$ cat config.mk
export PLATFORM = sky130hd
export DESIGN_NAME = inst_fetch
export DESIGN_NICKNAME = d
export VERILOG_FILES = /design/src/rtl/inst_fetch_pkg.sv /design/src/rtl/inst_fetch.sv
export SDC_FILE = /design/constraint.sdc
export NUM_CORES = 1
export LEC_CHECK = 0
export BUFFER_PORTS_ARGS = -buffer_cell sky130_fd_sc_hd__buf_2
export CORE_ASPECT_RATIO = 1.25
export CORE_MARGIN = 8
export CORE_UTILIZATION = 46
export DETAILED_ROUTE_END_ITERATION = 6
export GPL_TIMING_DRIVEN = 0
export PLACE_DENSITY = 0.77
export SETUP_SLACK_MARGIN = 0.2
export SLEW_MARGIN = 15
export SYNTH_ARGS = -nofsm -noshare
export SYNTH_HDL_FRONTEND = slang
export SYNTH_SLANG_ARGS = --single-unit
$ cat constraint.sdc
create_clock -name clk -period 2.6 [get_ports clk]
set_clock_uncertainty 0.05 [all_clocks]
set_input_delay 0.39 -clock clk [delete_from_list [all_inputs] [get_ports clk]]
set_output_delay 0.39 -clock clk [all_outputs]
set_load 0.02 [all_outputs]
$ cat src/rtl/inst_fetch_pkg.sv
// Shared fetch-stage types and constants.
// Fetch FSM encoding, reset PC default and common word/bool literals.
package inst_fetch_pkg;

  typedef enum logic [1:0] {
    IF_LOOKUP = 2'd0,
    IF_FETCH  = 2'd1,
    IF_WRITE  = 2'd2
  } if_state_e;

  localparam logic [31:0] RESET_PC_DEF = 32'h0000_0000;
  localparam logic [31:0] ZeroWord     = 32'h0000_0000;
  localparam logic        True_v       = 1'b1;
  localparam logic        False_v      = 1'b0;

  function automatic logic [31:0] word_align(
    input logic [31:0] a
  );
    return {a[31:2], 2'b00};
  endfunction

endpackage

$ cat src/rtl/inst_fetch.sv
// IF stage: owns the PC, looks it up in the I-cache, fills misses
// byte by byte from memory and feeds {pc, inst} to the IF/ID register.
//
// Ports:
//   clk, rst (sync, active-low), rdy (global run enable)
//   stall_i, branch_i, branch_target_i : downstream control / redirect
//   cache_rpc_o, cache_hit_i, cache_inst_i : cache lookup
//   cache_we_o, cache_wpc_o, cache_winst_o : cache fill write
//   mem_req_o, mem_addr_o, mem_ack_i, mem_data_i : byte memory port
//   if_pc_o, if_inst_o, if_valid_o : fetched instruction
module inst_fetch
  import inst_fetch_pkg::*;
#(
  parameter logic [31:0] RESET_PC = RESET_PC_DEF
) (
  input  logic        clk,
  input  logic        rst,
  input  logic        rdy,
  input  logic        stall_i,
  input  logic        branch_i,
  input  logic [31:0] branch_target_i,
  output logic [31:0] cache_rpc_o,
  input  logic        cache_hit_i,
  input  logic [31:0] cache_inst_i,
  output logic        cache_we_o,
  output logic [31:0] cache_wpc_o,
  output logic [31:0] cache_winst_o,
  output logic        mem_req_o,
  output logic [31:0] mem_addr_o,
  input  logic        mem_ack_i,
  input  logic [7:0]  mem_data_i,
  output logic [31:0] if_pc_o,
  output logic [31:0] if_inst_o,
  output logic        if_valid_o
);

  if_state_e   state_q, state_d;
  logic [31:0] pc_q, pc_d;
  logic [1:0]  cnt_q, cnt_d;
  logic [31:0] fill_q, fill_d;
  logic        pend_q, pend_d;
  logic [31:0] tgt_q, tgt_d;
  logic [31:0] if_pc_q, if_pc_d;
  logic [31:0] if_inst_q, if_inst_d;
  logic        if_valid_q, if_valid_d;

  logic [31:0] br_tgt;
  logic        unused_tgt_lsb;

  assign br_tgt         = word_align(branch_target_i);
  assign unused_tgt_lsb = ^branch_target_i[1:0];

  assign cache_rpc_o   = pc_q;
  assign cache_wpc_o   = pc_q;
  assign cache_winst_o = fill_q;
  assign mem_addr_o    = pc_q + {30'b0, cnt_q};
  assign if_pc_o       = if_pc_q;
  assign if_inst_o     = if_inst_q;
  assign if_valid_o    = if_valid_q;

  always_comb begin
    state_d    = state_q;
    pc_d       = pc_q;
    cnt_d      = cnt_q;
    fill_d     = fill_q;
    pend_d     = pend_q;
    tgt_d      = tgt_q;
    if_pc_d    = if_pc_q;
    if_inst_d  = if_inst_q;
    if_valid_d = if_valid_q;
    mem_req_o  = False_v;
    cache_we_o = False_v;

    if (rdy) begin
      unique case (state_q)
        IF_LOOKUP: begin
          if (branch_i) begin
            pc_d       = br_tgt;
            if_valid_d = False_v;
          end else if (cache_hit_i) begin
            if (!stall_i) begin
              if_pc_d    = pc_q;
              if_inst_d  = cache_inst_i;
              if_valid_d = True_v;
              pc_d       = pc_q + 32'd4;
            end
          end else begin
            if (!stall_i) if_valid_d = False_v;
            state_d = IF_FETCH;
            cnt_d   = 2'd0;
          end
        end

        IF_FETCH: begin
          mem_req_o = True_v;
          // A held output is consumed once stall drops; never re-offer it.
          if (!stall_i || branch_i) if_valid_d = False_v;
          if (branch_i) begin
            pend_d = True_v;
            tgt_d  = br_tgt;
          end
          if (mem_ack_i) begin
            if (branch_i || pend_q) begin
              // Outstanding byte retired: abandon the fill.
              pc_d       = branch_i ? br_tgt : tgt_q;
              state_d    = IF_LOOKUP;
              cnt_d      = 2'd0;
              pend_d     = False_v;
              fill_d     = ZeroWord;
              if_valid_d = False_v;
            end else begin
              fill_d[{cnt_q, 3'b000} +: 8] = mem_data_i;
              cnt_d = cnt_q + 2'd1;
              if (cnt_q == 2'd3) state_d = IF_WRITE;
            end
          end
        end

        IF_WRITE: begin
          cache_we_o = True_v;
          state_d    = IF_LOOKUP;
          if (!stall_i || branch_i) if_valid_d = False_v;
          if (branch_i) pc_d = br_tgt;
        end

        default: state_d = IF_LOOKUP;
      endcase
    end
  end

  always_ff @(posedge clk) begin
    if (!rst) begin
      state_q    <= IF_LOOKUP;
      pc_q       <= RESET_PC;
      cnt_q      <= 2'd0;
      fill_q     <= ZeroWord;
      pend_q     <= False_v;
      tgt_q      <= ZeroWord;
      if_pc_q    <= ZeroWord;
      if_inst_q  <= ZeroWord;
      if_valid_q <= False_v;
    end else begin
      state_q    <= state_d;
      pc_q       <= pc_d;
      cnt_q      <= cnt_d;
      fill_q     <= fill_d;
      pend_q     <= pend_d;
      tgt_q      <= tgt_d;
      if_pc_q    <= if_pc_d;
      if_inst_q  <= if_inst_d;
      if_valid_q <= if_valid_d;
    end
  end

endmodule

# [After elaboration in Yosys (flattened, before gate mapping)]
# Cells that the tools add are included.
[totals] regBits=166 input_bits=79 out_inout_bits=195 word_cells=77
[classes] addsub=4 eq_ne=11 shift=2 mux=36 bitwise_logic=2 reduce_logical=13
[ops] operator="$mux 32" n=8
[ops] operator="$pmux 32 s3" n=1
[ops] operator="$add 32x2->32" n=1
[ops] operator="$add 32x3->32 const B" n=1
[ops] operator="$bwmux 32" n=1
[ops] operator="$shift 8x7->32 const A" n=1
[ops] operator="$shiftx 8x7->32" n=1
[ops] operator="$mux 2" n=9
[ops] operator="$reduce_and 5->1" n=3
[ops] operator="$mux 1" n=14
[ops] operator="$ne 2x2->1 const B" n=5
[ops] operator="$ne 3x3->1 const B" n=3
[ops] operator="$pmux 2 s2" n=2
[ops] operator="$neg 5->7" n=1
[ops] operator="$reduce_and 7->1" n=1
[ops] operator="$reduce_and 3->1" n=2
[ops] operator="$eq 2x2->1 const B" n=2
[ops] operator="$pmux 1 s3" n=1
[ops] operator="$reduce_bool 3->1" n=1
[ops] operator="$add 2x1->2 const B" n=1
[ops] operator="$eq 2x1->1 const B" n=1
[ops] operator="$logic_not 2->1" n=1
[ops] operator="$logic_or 1x1->1" n=2
[ops] operator="$not 1->1" n=2
[ops] operator="3 further kinds" n=3

# [Longest topological paths before layout]
# Gate-level depths: netlist of run 1.
[logic_depth] depth_word=6 depth_mapped=9 ltp_nobuf=7

# [Worst setup path after synthesis of run 1]
# Ideal clock, no wire load.
[synth_timing] path_type="reg2out" from="reg pc_q[3] (netlist: cache_rpc_o[3])" to="out mem_addr_o[28]" t_arrival_ns=2.535 required_time_ns=2.160 slack_ns=-0.375 path_stages_with_launch=8 n_path_buf=1 cell_sequence="dfxtp_1 -> ha_1 -> nand4_2 -> or4_1 -> clkbuf_1 -> or3_4 -> nor3_2 -> xor2_1"
[synth_via] elab_chain_cells=1
[synth_lines] element="from (decl)" line_no="inst_fetch.sv:38" text="logic [31:0] pc_q, pc_d;"
[synth_lines] element="from (signal assigned)" line_no="inst_fetch.sv:144" text="pc_q <= pc_d;"
[synth_lines] element="$add 32x2->32" line_no="inst_fetch.sv:56" text="assign mem_addr_o = pc_q + {30'b0, cnt_q};"
[synth_lines] element="to (decl)" line_no="inst_fetch.sv:29" text="output logic [31:0] mem_addr_o,"
# No other way between the ends.

# [Worst setup path after layout of run 1]
[layout_timing] from="reg pc_q[3] (netlist: cache_rpc_o[3])" to="out mem_addr_o[24]"
# Same word-level chain as after synthesis.

==> results.ini, run 1 <==
[power_and_ir_drop]
max-vdd-ir-drop_uv=452.6
p_total_mw=6.597
power.density_nw_per_um2=539.5
p_leak_nw=5.467

[critical_path]
critPathCaptureType=primary output
critPathLaunchType=flip-flop
r2r_cells=11
path_max_fanout=3
cp-endpoint=mem_addr_o[24]
r2r_end=cache_rpc_o[14]
slowest_stage=or4_4
required_ns=2.16
slowest_delay_ns=0.54
path_class=reg -> out
r2r_start=cache_rpc_o[3]
arrival_ns=2.64
path_cells=ha_4 > nand4_4 > or4_4 > buf_8 > or3_4 > buf_6 > nor2_4 > xnor2_2 > buf_4
timing.reg2reg.setup_slack_ns=0.15
cp-startpoint=cache_rpc_o[3]

[finish]
fill_cells=1494
area.growth.synth_to_final_pct=44.57
mostFrequentLayoutCells=246 x buf_2, 240 x nand2_1, 142 x a21oi_1
final_cells=1719
multiInputGateArea_um2=4987
drive_gt1_share_pct=38.77
antennaDiodeCount=0
final_common_cell=buf_2
register_area_um2=3385
nets=1571

[floorplan]
die_w_um=137.3
num_rows=55
dieArea_um2=23010
die_h_um=167.6
start_util_pct=46.73
io_pins=274
coreArea_um2=18100

[sta]
fin_tns_setup_ns=-5.293
rsz0062_at_grt=yes
fin_ws_ns=-0.4811
setup_viol=23
final_max_slew_viol_count=0
timing.slew.headroom_pct=47.18
min_period_over_period_pct=118.5
hold_viol_final=0
worstMarginPinSlew_ns=0.7923
whs_ns=0.1225
finalCriticalPeriod_ns=3.081
fmax_ghz=0.3246

[grt]
use_met3_pct=5.509
top_usage_layer=met2
grt_usage_pct=28.31
antenna_found_initial=3
grt-ovfl-total=0
grtUsageMet2_pct=47.79
grt_use_met1_pct=34.18
grt_pass1_vias=9021
grt_pass1_wl_mm=50.76
grt_max_degree=19

[status]
status=complete, but fails checks
violations=DRC, setup timing

[clock_network]
cts.sinks=166
cts_tree=done
cts_max_level=4
cts_hold_buf=0
clockBufferDepth=2
cts-buffers-inserted=17
clockRootBuffer=clkbuf_16
clk_latency_ns=0.44
clkSlewWorstSetupHoldPaths_ns=0.08

[place]
dp.cells=1610
io_buffers=270
hpwlAfterDp_mm=24.64
place.gp.congestion=0.9507

[synthesis]
synth_top_area_share_pct=39.29
yosysUniqueCellTypes=69
ys_warn_count=0
seq_area_frac_synth_pct=39.29
async_reset_ff_share_pct=0
ys.flop_type=dfxtp_1
syn_nets=1205
synth.area.top_cells=dfxtp_1 39%, nand2_1 11%, a21oi_1 8.5%
synth_edf_count=0
synthCells=1112
netlist.top_cell.by_area=dfxtp_1
postSynthAreaPerCell_um2=7.606
synth_area_um2=8458
ys_ff_latch=166

[drt]
routedWlPerCell_um=20.31
vias=9779
routed_wirelength_mm=34.91
drtIter0Drc=985
drc_errors=1
ant_nets=0
routed_via_density=5.689
drt_first_pass_iters=7

[worst_hold_path]
hold_class=in -> reg
min_path_cells=3

[job]
drv_cap=0

## power breakdown
part	internal, mW	switching [mW]	leakage (nW)
logic	0.535	0.856	3.83
clock network	1.29	1.23	0.283
registers	2.60	0.0795	1.36
total	4.43	2.17	5.47
## worst min-delay path by stage
stage / startpoint / endpoint
3_5_place_dp: if_pc_o[1] / if_pc_o[1]
4_1_cts: cache_inst_i[10] / if_inst_o[10]
5_1_grt: cache_inst_i[7] / if_inst_o[7]
2_1_floorplan: tgt_q[2] / tgt_q[2]
3_3_place_gp: if_inst_o[0] / if_inst_o[0]
6_report: cache_inst_i[10] / if_inst_o[10]
## worst max-delay path, delay by kind of cell, from the launching register on
family                   cells  cell delay (ns)
AND/OR/NAND/NOR              4             1.12
flip-flops                   1             0.38
buffers and inverters        3             0.44
adder cells (fa/ha/maj)      1             0.16
XOR/XNOR                     1             0.11
## timing repair
item	CTS	global route
pin swaps	25	35
endpoints found under the hold margin	0	0
setup buffers	39	38
resized for setup	165	80
endpoints found under the setup margin	132	108
gates cloned	1	0
## stage by stage
stage / cell area, um2 / utilization (%) / setup WS (ns)
final: 12230 / 67.56 / -0.4811
after detailed placement: 10220 / 56.45 / -0.6137
after global placement: 10220 / 56.45 / -0.5969
after floorplan: 8581 / - / 0.01568
after global routing: 12230 / 67.56 / -0.5492
after CTS: 11710 / 64.70 / -0.5161
## routing by layer
layer	part of all wire (%)	up-vias
li1	-	4551
met1	37	4551
met2	49	554
met3	10	117
met4	3.9	6
met5	0.11	-
## area by class of cell
class,count,area share [%]
clock buffer,18,3.510
clock inverter,14,1.238
buffer,122,6.600
timing repair buffer,348,17.16
sequential,166,27.68
multi-input combinational,801,40.79
tap,228,2.333
inverter,22,0.6958
## state kept, by name (all words and copies together), names as in the netlist
name and cells:
cache_rpc_o 32, cache_winst_o 32, if_inst_o 32, if_pc_o 32, tgt_q 32, cnt_q 2, state_q 2, if_valid_o 1
pend_q 1
## synth_stat cells (13+ instances only)
| cell type | number |
|---|---|
| a21oi_1 | 144 |
| a22oi_1 | 41 |
| buf_4 | 35 |
| clkbuf_1 | 66 |
| dfxtp_1 | 166 |
| ha_1 | 13 |
| inv_1 | 20 |
| nand2_1 | 244 |
| nand3_1 | 21 |
| nand4_1 | 18 |
| nor2_1 | 78 |
| nor3_1 | 17 |
| o21ai_0 | 39 |
| xnor2_1 | 15 |
| xor2_1 | 18 |
## cell families (layout without fill, tap and decap cells)
kind of cell	Yosys count	after routing	share of synthesized area, %
buffers and inverters	145	524	8.284
adders and majority gates	14	14	2.160
and+or+nand+nor	431	431	22.41
AOI/OAI and AO/OA	312	312	23.09
DFF	166	166	39.29
muxes	11	11	1.346
xor gates and xnor gates	33	33	3.417
No activity file was read; power rests on OpenSTA's default activity.
==> run 2, diff against run 1 <==
Settings changed: CORE_MARGIN 8 to not set.
==> run 2 against run 1 <==
The flow still finishes with violations (DRC, setup timing). Hold slack better by 0.014 ns. Clock-buffer cell count fell by 1. Clock power rose by 2%. Power grew 0.39%. Core utilization is 0.17 points lower. First-iteration DRC count shrank 3.9%. Combinational power about the same. Setup slack lost 0.075 ns. Sequential share of layout area is 0.091 points higher. Maximum frequency fell by 2.4%. Register-to-register slack lost 0.17 ns.
==> results.ini, run 2 (synthesis gave the netlist of run 1 again) <==
[critical_path]
critPathLaunchType=flip-flop
r2r_cells=8
r2r_end=cache_rpc_o[10]
path_class=reg -> out
cp-endpoint=mem_addr_o[28]
critPathCaptureType=primary output
path_max_fanout=6
required_ns=2.16
r2r_start=state_q[0]
timing.reg2reg.setup_slack_ns=-0.02
arrival_ns=2.72
cp-startpoint=cache_rpc_o[2]

[clock_network]
clkSlewWorstSetupHoldPaths_ns=0.07
cts_max_level=4
clk_latency_ns=0.43
clockRootBuffer=clkbuf_16
clockBufferDepth=2
cts.sinks=166
cts_tree=done
cts_hold_buf=0
cts-buffers-inserted=17

[power_and_ir_drop]
max-vdd-ir-drop_uv=509.3
power.density_nw_per_um2=545.0
p_total_mw=6.622
p_leak_nw=5.470

[finish]
nets=1568
final_common_cell=buf_2
fin_util_pct=67.40
antennaDiodeCount=0
fin_area_um2=12150
fill_cells=1497
final_cells=1715
mostFrequentLayoutCells=248 x buf_2, 240 x nand2_1, 142 x a21oi_1
area.growth.synth_to_final_pct=43.67
drive_gt1_share_pct=38.60

[grt]
grt_pass1_wl_mm=47.91
grt-ovfl-total=0
grt_usage_pct=32.93
grt_max_degree=17
grt_pass1_vias=9014
antenna_found_initial=0

[place]
dp.cells=1610
place.gp.congestion=0.9674
dpl_cell_area_um2=10220
hpwlAfterDp_mm=22.31
io_buffers=270

[floorplan]
io_pins=274
num_rows=55
start_util_pct=46.91
coreArea_um2=18030
die_w_um=123.3
die_h_um=153.6
dieArea_um2=18940

[status]
violations=DRC, setup timing
status=complete, but fails checks

[worst_hold_path]
hold_start=cache_inst_i[13]
hold_class=in -> reg

[sta]
fin_ws_ns=-0.5559
fmax_ghz=0.3169
min_period_over_period_pct=121.4
timing.slew.headroom_pct=49.58
final_max_slew_viol_count=0
rsz0062_at_grt=yes
hold_viol_final=0
worstMarginPinSlew_ns=0.7563
fin_tns_setup_ns=-4.073
setup_viol=24
finalCriticalPeriod_ns=3.156

[job]
drv_cap=0

[drt]
drtIter0Drc=947
routed_via_density=5.792
routedWlPerCell_um=18.70
drt_first_pass_iters=7
drc_errors=6
routed_wirelength_mm=32.07
ant_nets=0
vias=9934

==> run 2: power by group <==
| group | switching, mW | leakage [nW] | internal, mW |
|---|---|---|---|
| clock network | 1.13 | 0.288 | 1.44 |
| logic | 0.842 | 3.83 | 0.522 |
| registers | 0.0800 | 1.36 | 2.61 |
==> run 2: worst min path at each step <==
stage | slack, ns | endpoint | depth (start not counted)
2_1_floorplan | 0.38 | tgt_q[2] | 2
3_3_place_gp | 0.39 | if_inst_o[0] | 2
3_5_place_dp | 0.39 | if_pc_o[3] | 2
4_1_cts | 0.13 | if_inst_o[13] | 3
5_1_grt | 0.13 | if_inst_o[19] | 3
6_report | 0.14 | if_inst_o[13] | 3
==> run 2: critical path, stage by stage (launching register included) <==
cell	delay, ns
dfxtp_4	0.37
ha_4	0.14
nand4_4	0.15
or4_4	0.58
buf_8	0.14
or3_4	0.37
nor3_4	0.18
xor2_2	0.21
buf_6	0.15
==> run 2: stage by stage <==
stage               setup WS [ns]  hold slack (ns)
finish                    -0.5559           0.1367
global placement          -0.5815           0.3889
detailed placement        -0.5424           0.3932
CTS                       -0.5086           0.1289
global route              -0.6034           0.1264
floorplan                 0.01568           0.3836
==> run 2: layout make-up <==
class	instances	area, um2	area share, %
Multi-Input combinational cell	801	4965	40.86
Sequential cell	166	3374	27.77
Timing Repair Buffer	344	2049	16.87
Buffer	123	804.5	6.621
Clock buffer	17	425.4	3.501
Tap cell	228	285.3	2.348
Clock inverter	14	162.7	1.339
Inverter	22	85.08	0.7002
==> run 2: metal layers <==
layer  track usage (%)  share of wire [%]  wire length, um
met5                 0                  0                0
met4             19.79                5.5             1757
met3             6.677                9.8             3136
met2             52.25                 47            15060
met1             40.65                 38            12110
==> run 2: repair_timing <==
item / in CTS / in global routing
setup endpoints to repair: 121 / 155
gates resized for setup: 157 / 72
buffers inserted: 53 / 21
pin swaps: 26 / 27
